<file path="config.mk">
export PLATFORM = sky130hd
export DESIGN_NAME = button_select_conditioner
export DESIGN_NICKNAME = d
export VERILOG_FILES = /design/src/rtl/button_select_conditioner.sv
export SDC_FILE = /design/constraint.sdc
export NUM_CORES = 1
export LEC_CHECK = 0
export ABC_AREA = 1
export ABC_CLOCK_PERIOD_IN_PS = 2600
export BUFFER_PORTS_ARGS = -buffer_cell sky130_fd_sc_hd__buf_2
export CORE_MARGIN = 5
export CORE_UTILIZATION = 40
export CTS_BUF_LIST = sky130_fd_sc_hd__clkbuf_16
export DETAILED_ROUTE_END_ITERATION = 7
export PLACE_DENSITY = 0.56
export SLEW_MARGIN = 10
export SYNTH_ARGS = -nofsm -noshare
export SYNTH_HDL_FRONTEND = slang
export SYNTH_SLANG_ARGS = --single-unit
</file>
<file path="constraint.sdc">
create_clock -name CLK -period 2.6 [get_ports CLK]
set_input_delay 0.26 -clock CLK [delete_from_list [all_inputs] [get_ports CLK]]
set_output_delay 0.26 -clock CLK [all_outputs]
set_load 0.02 [all_outputs]
</file>
<file path="src/rtl/button_select_conditioner.sv">
// Push-button conditioning stage.
// Each active-low, pulled-up button pin is brought into the CLK domain by a
// two-flop synchroniser. It is then debounced by its own stability counter.
// The stage drives a clean active-high level, one-cycle press and release
// pulses, and a wrapping select code. The select code goes straight to the
// select input of the downstream decoder/mux/demux stage.
// Buttons 0 and 1 step the select code up and down. Any further buttons are
// only conditioned.
module button_select_conditioner #(
    parameter int N_BTN     = 2,     // number of buttons, at least 2
    parameter int DB_CYCLES = 16000, // stable cycles needed to accept a change, at least 2
    parameter int CNT_W     = 14,    // debounce counter width, 2**CNT_W >= DB_CYCLES
    parameter int SEL_W     = 2      // select code width
) (
    input  logic             CLK,
    input  logic             RST,
    input  logic [N_BTN-1:0] btn_n,
    output logic [N_BTN-1:0] btn_level,
    output logic [N_BTN-1:0] btn_press,
    output logic [N_BTN-1:0] btn_release,
    output logic [SEL_W-1:0] sel
);

    // The counter value on which a pending change is accepted.
    localparam logic [CNT_W-1:0] CNT_LAST = CNT_W'(DB_CYCLES - 1);

    // ------------------------------------------------------------------
    // State
    // ------------------------------------------------------------------
    logic [N_BTN-1:0] sync_s1_q;
    logic [N_BTN-1:0] sync_s2_q;
    logic [N_BTN-1:0] raw;

    logic [N_BTN-1:0] level_q,   level_d;
    logic [N_BTN-1:0] press_q,   press_d;
    logic [N_BTN-1:0] release_q, release_d;
    logic [CNT_W-1:0] cnt_q [N_BTN];
    logic [CNT_W-1:0] cnt_d [N_BTN];

    logic [SEL_W-1:0] sel_q, sel_d;
    logic             step_up;
    logic             step_dn;

    // ------------------------------------------------------------------
    // Synchroniser
    // ------------------------------------------------------------------
    // Two-flop chain per pin. Reset loads 1 because a released button reads
    // high through its pull-up.
    // NOTE: sequential state uses non-blocking (<=) so every flop samples the
    // values from before the edge. Blocking here would collapse s1 and s2 into
    // a single flop.
    always_ff @(posedge CLK) begin
        if (RST) begin
            sync_s1_q <= '1;
            sync_s2_q <= '1;
        end else begin
            sync_s1_q <= btn_n;
            sync_s2_q <= sync_s1_q;
        end
    end

    // The pins are active-low. Invert once here so the rest of the logic sees
    // 1 = pressed.
    assign raw = ~sync_s2_q;

    // ------------------------------------------------------------------
    // Debounce
    // ------------------------------------------------------------------
    // Per-button stability counter.
    // - It counts consecutive cycles where the synchronised input disagrees
    //   with the accepted level.
    // - A single agreeing cycle restarts it.
    // - On the DB_CYCLES-th disagreeing cycle the new level is taken and the
    //   matching pulse fires for that one cycle.
    // NOTE: every signal driven here gets a default first. Otherwise a branch
    // that does not write it would infer a latch.
    always_comb begin
        level_d   = level_q;
        press_d   = '0;
        release_d = '0;
        cnt_d     = cnt_q;
        for (int i = 0; i < N_BTN; i++) begin
            if (raw[i] == level_q[i]) begin
                cnt_d[i] = '0;
            end else if (cnt_q[i] >= CNT_LAST) begin
                level_d[i]   = raw[i];
                press_d[i]   = raw[i];
                release_d[i] = ~raw[i];
                cnt_d[i]     = '0;
            end else begin
                cnt_d[i] = cnt_q[i] + CNT_W'(1);
            end
        end
    end

    // Debounce registers. Reset drops any partial count and any in-flight
    // pulse, so a button that is still held must qualify again from scratch.
    // NOTE: the counter array is reset element by element. Unlike a data RAM,
    // its contents are control state that must start from a known value.
    always_ff @(posedge CLK) begin
        if (RST) begin
            level_q   <= '0;
            press_q   <= '0;
            release_q <= '0;
            for (int i = 0; i < N_BTN; i++) begin
                cnt_q[i] <= '0;
            end
        end else begin
            level_q   <= level_d;
            press_q   <= press_d;
            release_q <= release_d;
            for (int i = 0; i < N_BTN; i++) begin
                cnt_q[i] <= cnt_d[i];
            end
        end
    end

    // ------------------------------------------------------------------
    // Select stepper
    // ------------------------------------------------------------------
    // The stepper is driven from the registered press pulses, so sel moves one
    // edge after the pulse.
    // A simultaneous up and down press cancels out. The code wraps in both
    // directions through its natural width.
    assign step_up = press_q[0] & ~press_q[1];
    assign step_dn = press_q[1] & ~press_q[0];

    // Next select code.
    always_comb begin
        sel_d = sel_q;
        if (step_up) begin
            sel_d = sel_q + SEL_W'(1);
        end else if (step_dn) begin
            sel_d = sel_q - SEL_W'(1);
        end
    end

    // Select register.
    always_ff @(posedge CLK) begin
        if (RST) begin
            sel_q <= '0;
        end else begin
            sel_q <= sel_d;
        end
    end

    // ------------------------------------------------------------------
    // Outputs
    // ------------------------------------------------------------------
    assign btn_level   = level_q;
    assign btn_press   = press_q;
    assign btn_release = release_q;
    assign sel         = sel_q;

endmodule

</file>
==> flow_summary.json, run 1 <==
{
  "status": "complete, no violations",
  "fmax_mhz": 696,
  "clock_skew_ns": 0.00373,
  "rsz0062_at_grt": "false",
  "synth-warning-count": 0,
  "cp.arrival_ns": 1.60,
  "die_x_um": 79.4,
  "cts.reportedPaths.clkPinSlew_ns": 0.06,
  "critPathKind": "flop to flop",
  "grt_max_degree": 15,
  "antenna_found_initial": 0,
  "endpoint_kind": "flop",
  "slew_viol_final": 0,
  "p_leak_nw": 0.841,
  "port_buffers": 11,
  "ys_types": 27,
  "crit_start": "cnt_q[14]",
  "initial_utilization": 0.411,
  "gp_congestion": 0.753,
  "syn_nets": 268,
  "core.rowCount": 25,
  "final_net_count": 282,
  "syn_area_um2": 1930,
  "tightestPinTransition_ns": 0.319,
  "htreeDepth": 2,
  "setup_violations": 0,
  "vdd_drop_max_uv": 330,
  "cts-root-buf": "clkbuf_16",
  "period_needed_ns": 1.44,
  "cts_hold_buf": 0,
  "dp.cells": 322,
  "final_cell_mix": "nand2_1, dfxtp_1, nor2_1, inv_1, nand3_1",
  "synth_seq_area_share": 0.415,
  "dieArea_um2": 6310,
  "crit_end": "cnt_q[27]",
  "diodes": 0,
  "period_share": 0.553,
  "first_pass_iters": 4,
  "post_cts_buffers": 0,
  "ff2ff_setup_slack_ns": 1.16,
  "hpwl_um": 2320,
  "grt_pass1_wl_um": 5910,
  "ant_nets": 0,
  "crit_path_start_kind": "flop",
  "clkSinkCount": 40,
  "drive_gt1_frac": 0.163,
  "syn_to_final_growth_pct": 12.7,
  "clock_latency_ns": 0.28,
  "drt-total-wl_um": 3140,
  "grt_pass1_vias": 1405,
  "hold_class": "input port to flop",
  "finalInstanceArea_um2": 2170,
  "maxCapViolCount": 0,
  "cts_buffer_depth": 2,
  "drc_errors": 0,
  "num-fill-cells": 485,
  "placed_area_um2": 2010,
  "fin_cells": 330,
  "wl_per_cell_um": 9.52,
  "ioPinCount": 12,
  "cts_resized": 0,
  "max_slew_margin": 0.786,
  "cts_tree": "done",
  "reg2reg_to": "cnt_q[27]",
  "grt-ovfl-total": 0,
  "path_max_fanout": 14,
  "tns_ns": 0,
  "coreArea_um2": 4690,
  "synth_cells": 261,
  "track_usage": 0.120,
  "drtIter0Drc": 49,
  "hold_viol": 0,
  "syn_area_per_cell_um2": 7.39,
  "power_density_nw_per_um2": 603,
  "cp.required_ns": 2.76,
  "avgViaCountPerCell": 4.46,
  "final_common_cell": "nand2_1",
  "die_h_um": 79.4,
  "numCtsBuffers": 5,
  "rr_worst_depth": 6,
  "dp_slack_ns": 1.15,
  "vias": 1473,
  "worst_slack_ns": 1.16,
  "reg2reg_from": "cnt_q[14]",
  "ys_ff_latch": 40
}
[routing by layer]
layer	part of all wire	vias to the layer above	track usage
met1	0.49	630	0.141
met2	0.47	13	0.199
met3	0.030	2	0.0372
met4	0.0099	0	0.0567
met5	0	-	0
li1	-	828	-
[state kept, by name, indices dropped and copies added (netlist names)]
name and cells:
btn_level 2, cnt_q 28, sync_s2_q 2, btn_release 2, btn_press 2, sync_s1_q 2
sel 2
[worst min path at each step]
| stage | start | endpoint | slack, ns | depth (start not counted) |
|---|---|---|---|---|
| 4_1_cts | btn_n[1] | sync_s1_q[1] | 0.15 | 2 |
| 3_5_place_dp | sync_s1_q[0] | sync_s2_q[0] | 0.39 | 1 |
| 2_1_floorplan | RST | sel[0] | 0.33 | 1 |
| 3_3_place_gp | sync_s1_q[0] | sync_s2_q[0] | 0.40 | 1 |
| 5_1_grt | btn_n[1] | sync_s1_q[1] | 0.17 | 2 |
| 6_report | btn_n[1] | sync_s1_q[1] | 0.16 | 2 |
[through the flow]
step / util / hold WS (ns) / total power [mW]
after floorplan: - / 0.332 / 0.646
after global placement: 0.428 / 0.396 / 0.649
after detailed placement: 0.428 / 0.394 / 0.649
after CTS: 0.463 / 0.151 / 1.34
after global routing: 0.463 / 0.166 / 1.36
final: 0.463 / 0.157 / 1.31
[cell usage after synthesis]
master,n,share of area
nor2_4,4,0.023
nand4_1,5,0.016
nand3b_1,1,0.0039
xor2_1,7,0.032
a21oi_1,1,0.0026
nand4_4,1,0.011
nor2_2,12,0.039
inv_1,36,0.070
o21ai_0,2,0.0052
dfxtp_1,40,0.42
or2_2,4,0.013
clkbuf_2,1,0.0026
nand2_1,61,0.12
nor3_2,1,0.0052
nand3_2,2,0.010
buf_2,1,0.0026
or2_0,1,0.0032
o21bai_1,2,0.0078
nor3_1,5,0.013
nand2_2,3,0.0097
buf_6,1,0.0058
nand3_1,20,0.052
buf_12,1,0.010
inv_2,1,0.0019
xnor2_1,7,0.032
nor2_1,38,0.074
ha_1,3,0.019
[critical path, stage by stage (launching register included)]
cell	delay, ns
dfxtp_1	0.36
ha_1	0.23
nand3_2	0.16
nor2_4	0.15
nand3_2	0.11
nand4_4	0.22
nor2_1	0.08
[cell families after synthesis]
logic type | after synthesis | synth area share
buffers and inverters | 41 | 0.0934
XOR/XNOR | 14 | 0.0636
adder cells (fa/ha/maj) | 3 | 0.0195
flip-flops | 40 | 0.415
AO/OA/AOI/OAI | 5 | 0.0156
AND/OR/NAND/NOR | 158 | 0.393
[report_power, final]
| part | internal, mW | switching (mW) | total, mW |
|---|---|---|---|
| combinational | 0.00587 | 0.0103 | 0.0162 |
| clock | 0.445 | 0.229 | 0.675 |
| sequential | 0.617 | 0.00188 | 0.619 |
| total | 1.07 | 0.242 | 1.31 |
[layout make-up]
class	instances	area (um2)	area share
Tap cell	54	67.6	0.0311
Clock inverter	3	37.5	0.0173
Multi-Input combinational cell	180	947	0.436
Sequential cell	40	801	0.369
Inverter	37	139	0.0639
Timing Repair Buffer	11	55.1	0.0253
Clock buffer	5	125	0.0576
Note: power is estimated with default switching activity, not from simulation.
==> inputs of run 2 (changes only) <==
Settings changed: ABC_CLOCK_PERIOD_IN_PS 2600 to 1500.
Clock period 2.6 ns to 1.5 ns, I/O delays scaled along.
==> run 2 against run 1 <==
  * Clock-buffer cell count did not move
  * Sequential share of layout area down 1.0 points
  * Flip-flop and latch count stayed put
  * Critical path depth increased by 1
  * Final area rose by 3.0%
  * Worst setup slack got worse by 1.0 ns
  * Total power up 75%
  * Fmax increased by 4.6%
  * Routed wire length rose by 4.0%
  * Register-to-register slack worse by 1.0 ns
  * Clock power is 76% higher
  * Critical path type unchanged
==> flow_summary.json, run 2 (synthesis results as in run 1) <==
{
  "first_pass_iters": 4,
  "crit_slowest_cell": "dfxtp_2",
  "drive_gt1_frac": 0.192,
  "period_share": 0.916,
  "dieArea_um2": 6310,
  "status": "complete, no violations",
  "reg2reg_from": "cnt_q[14]",
  "dp.cells": 326,
  "setup_violations": 0,
  "clock_latency_ns": 0.27,
  "grt_max_degree": 15,
  "slew_viol_final": 0,
  "crit_path_start_kind": "flop",
  "vdd_drop_max_uv": 661,
  "grt_pass1_wl_um": 5730,
  "grt_pass1_vias": 1385,
  "power_density_nw_per_um2": 1030,
  "tightestPinTransition_ns": 0.592,
  "ff2ff_setup_slack_ns": 0.13,
  "cts.reportedPaths.clkPinSlew_ns": 0.06,
  "clkSinkCount": 40,
  "htreeDepth": 2,
  "post_cts_buffers": 0,
  "reg2reg_to": "cnt_q[26]",
  "p_leak_nw": 0.863,
  "p_sw_uw": 435,
  "track_usage": 0.113,
  "cp.depth": 7,
  "drc_errors": 0,
  "avgViaCountPerCell": 4.50,
  "die_h_um": 79.4,
  "swShare": 0.190,
  "endpoint_kind": "flop",
  "fin_cells": 335,
  "fmax_mhz": 728,
  "cp.arrival_ns": 1.54,
  "power_frac_seq": 0.467,
  "vias": 1506,
  "crit_end": "cnt_q[26]",
  "clock_skew_ns": 0.00274,
  "power_frac_clock": 0.519,
  "antenna_found_initial": 0,
  "final_cell_mix": "nand2_1, dfxtp_1, nor2_1, inv_1, nand3_1",
  "hold_viol": 0,
  "cp_cell_sequence": "ha_2, nand3_2, nor2_2, nand2_1, or2_0, nand2_1, nor2_1",
  "top_register": "cnt_q",
  "port_buffers": 11,
  "period_needed_ns": 1.37,
  "critPathKind": "flop to flop",
  "hold_depth": 2,
  "path_max_fanout": 3,
  "hold_class": "input port to flop",
  "drt-total-wl_um": 3270,
  "wl_per_cell_um": 9.76,
  "maxCapViolCount": 0,
  "max_stage_delay_ns": 0.34,
  "core.rowCount": 25,
  "cts_buffer_depth": 2,
  "rr_worst_depth": 7,
  "largest_reg_flops": 28,
  "crit_start": "cnt_q[14]",
  "ioPinCount": 12,
  "rsz0062_at_grt": "false",
  "syn_to_final_growth_pct": 16.0,
  "diodes": 0,
  "comb_power_share": 0.014,
  "hpwl_um": 2330,
  "cp.required_ns": 1.66,
  "drtIter0Drc": 69,
  "cts_tree": "done",
  "final_net_count": 287,
  "initial_utilization": 0.411,
  "gp_congestion": 0.780,
  "grt-ovfl-total": 0,
  "ant_nets": 0,
  "critPathBufInv": 0,
  "power.internal_mw": 1.86,
  "max_slew_margin": 0.603,
  "cp_common_cell": "nand2_1",
  "coreArea_um2": 4690,
  "cts-root-buf": "clkbuf_16",
  "numCtsBuffers": 5,
  "crit_family": "simple AND/OR/NAND/NOR gates",
  "tns_ns": 0,
  "final_common_cell": "nand2_1",
  "die_x_um": 79.4
}
run 2: per-stage QoR:
stage / total power, mW / util / hold WS (ns) / worst slack (ns) / cell area [um2]
floorplan: 1.12 / - / 0.222 / 0.191 / 1930
global placement: 1.12 / 0.435 / 0.334 / 0.0543 / 2040
detailed placement: 1.12 / 0.435 / 0.334 / 0.0346 / 2040
CTS: 2.33 / 0.470 / 0.0454 / 0.0204 / 2210
global route: 2.38 / 0.477 / 0.0489 / 0.0201 / 2240
finish: 2.30 / 0.477 / 0.0524 / 0.126 / 2240
run 2: final cells by class:
cell class,count,area [um2]
Timing Repair Buffer,15,85.1
Fill cell,494,2450
Sequential cell,40,802
Tap cell,54,67.6
Inverter,37,139
Clock buffer,5,125
Multi-Input combinational cell,181,976
Clock inverter,3,42.5
run 2: what timing repair did:
action                     in CTS  in global routing
hold buffers                    0                  0
resized for setup               0                  4
setup endpoints to repair       0                 28
run 2: worst min-delay path by stage:
stage / start / to
after floorplan: RST / sel[0]
after global placement: btn_n[1] / sync_s1_q[1]
after detailed placement: btn_n[1] / sync_s1_q[1]
after CTS: btn_n[1] / sync_s1_q[1]
after global routing: btn_n[1] / sync_s1_q[1]
final: btn_n[1] / sync_s1_q[1]
run 2: metal layers:
metal  track usage  routed length, um  vias up
met5             0                  0        -
met2         0.195               1590       11
met4        0.0309                 14        0
met1         0.136               1600      652
met3        0.0339                 71        2
li1              -                  -      841
run 2: power by group through the flow:
stage | logic [mW] | registers (mW) | clock network [mW]
floorplan | 0.0239 | 1.10 | 0
global placement | 0.0289 | 1.10 | 0
detailed placement | 0.0290 | 1.10 | 0
CTS | 0.0291 | 1.07 | 1.23
global route | 0.0367 | 1.07 | 1.27
finish | 0.0322 | 1.07 | 1.19
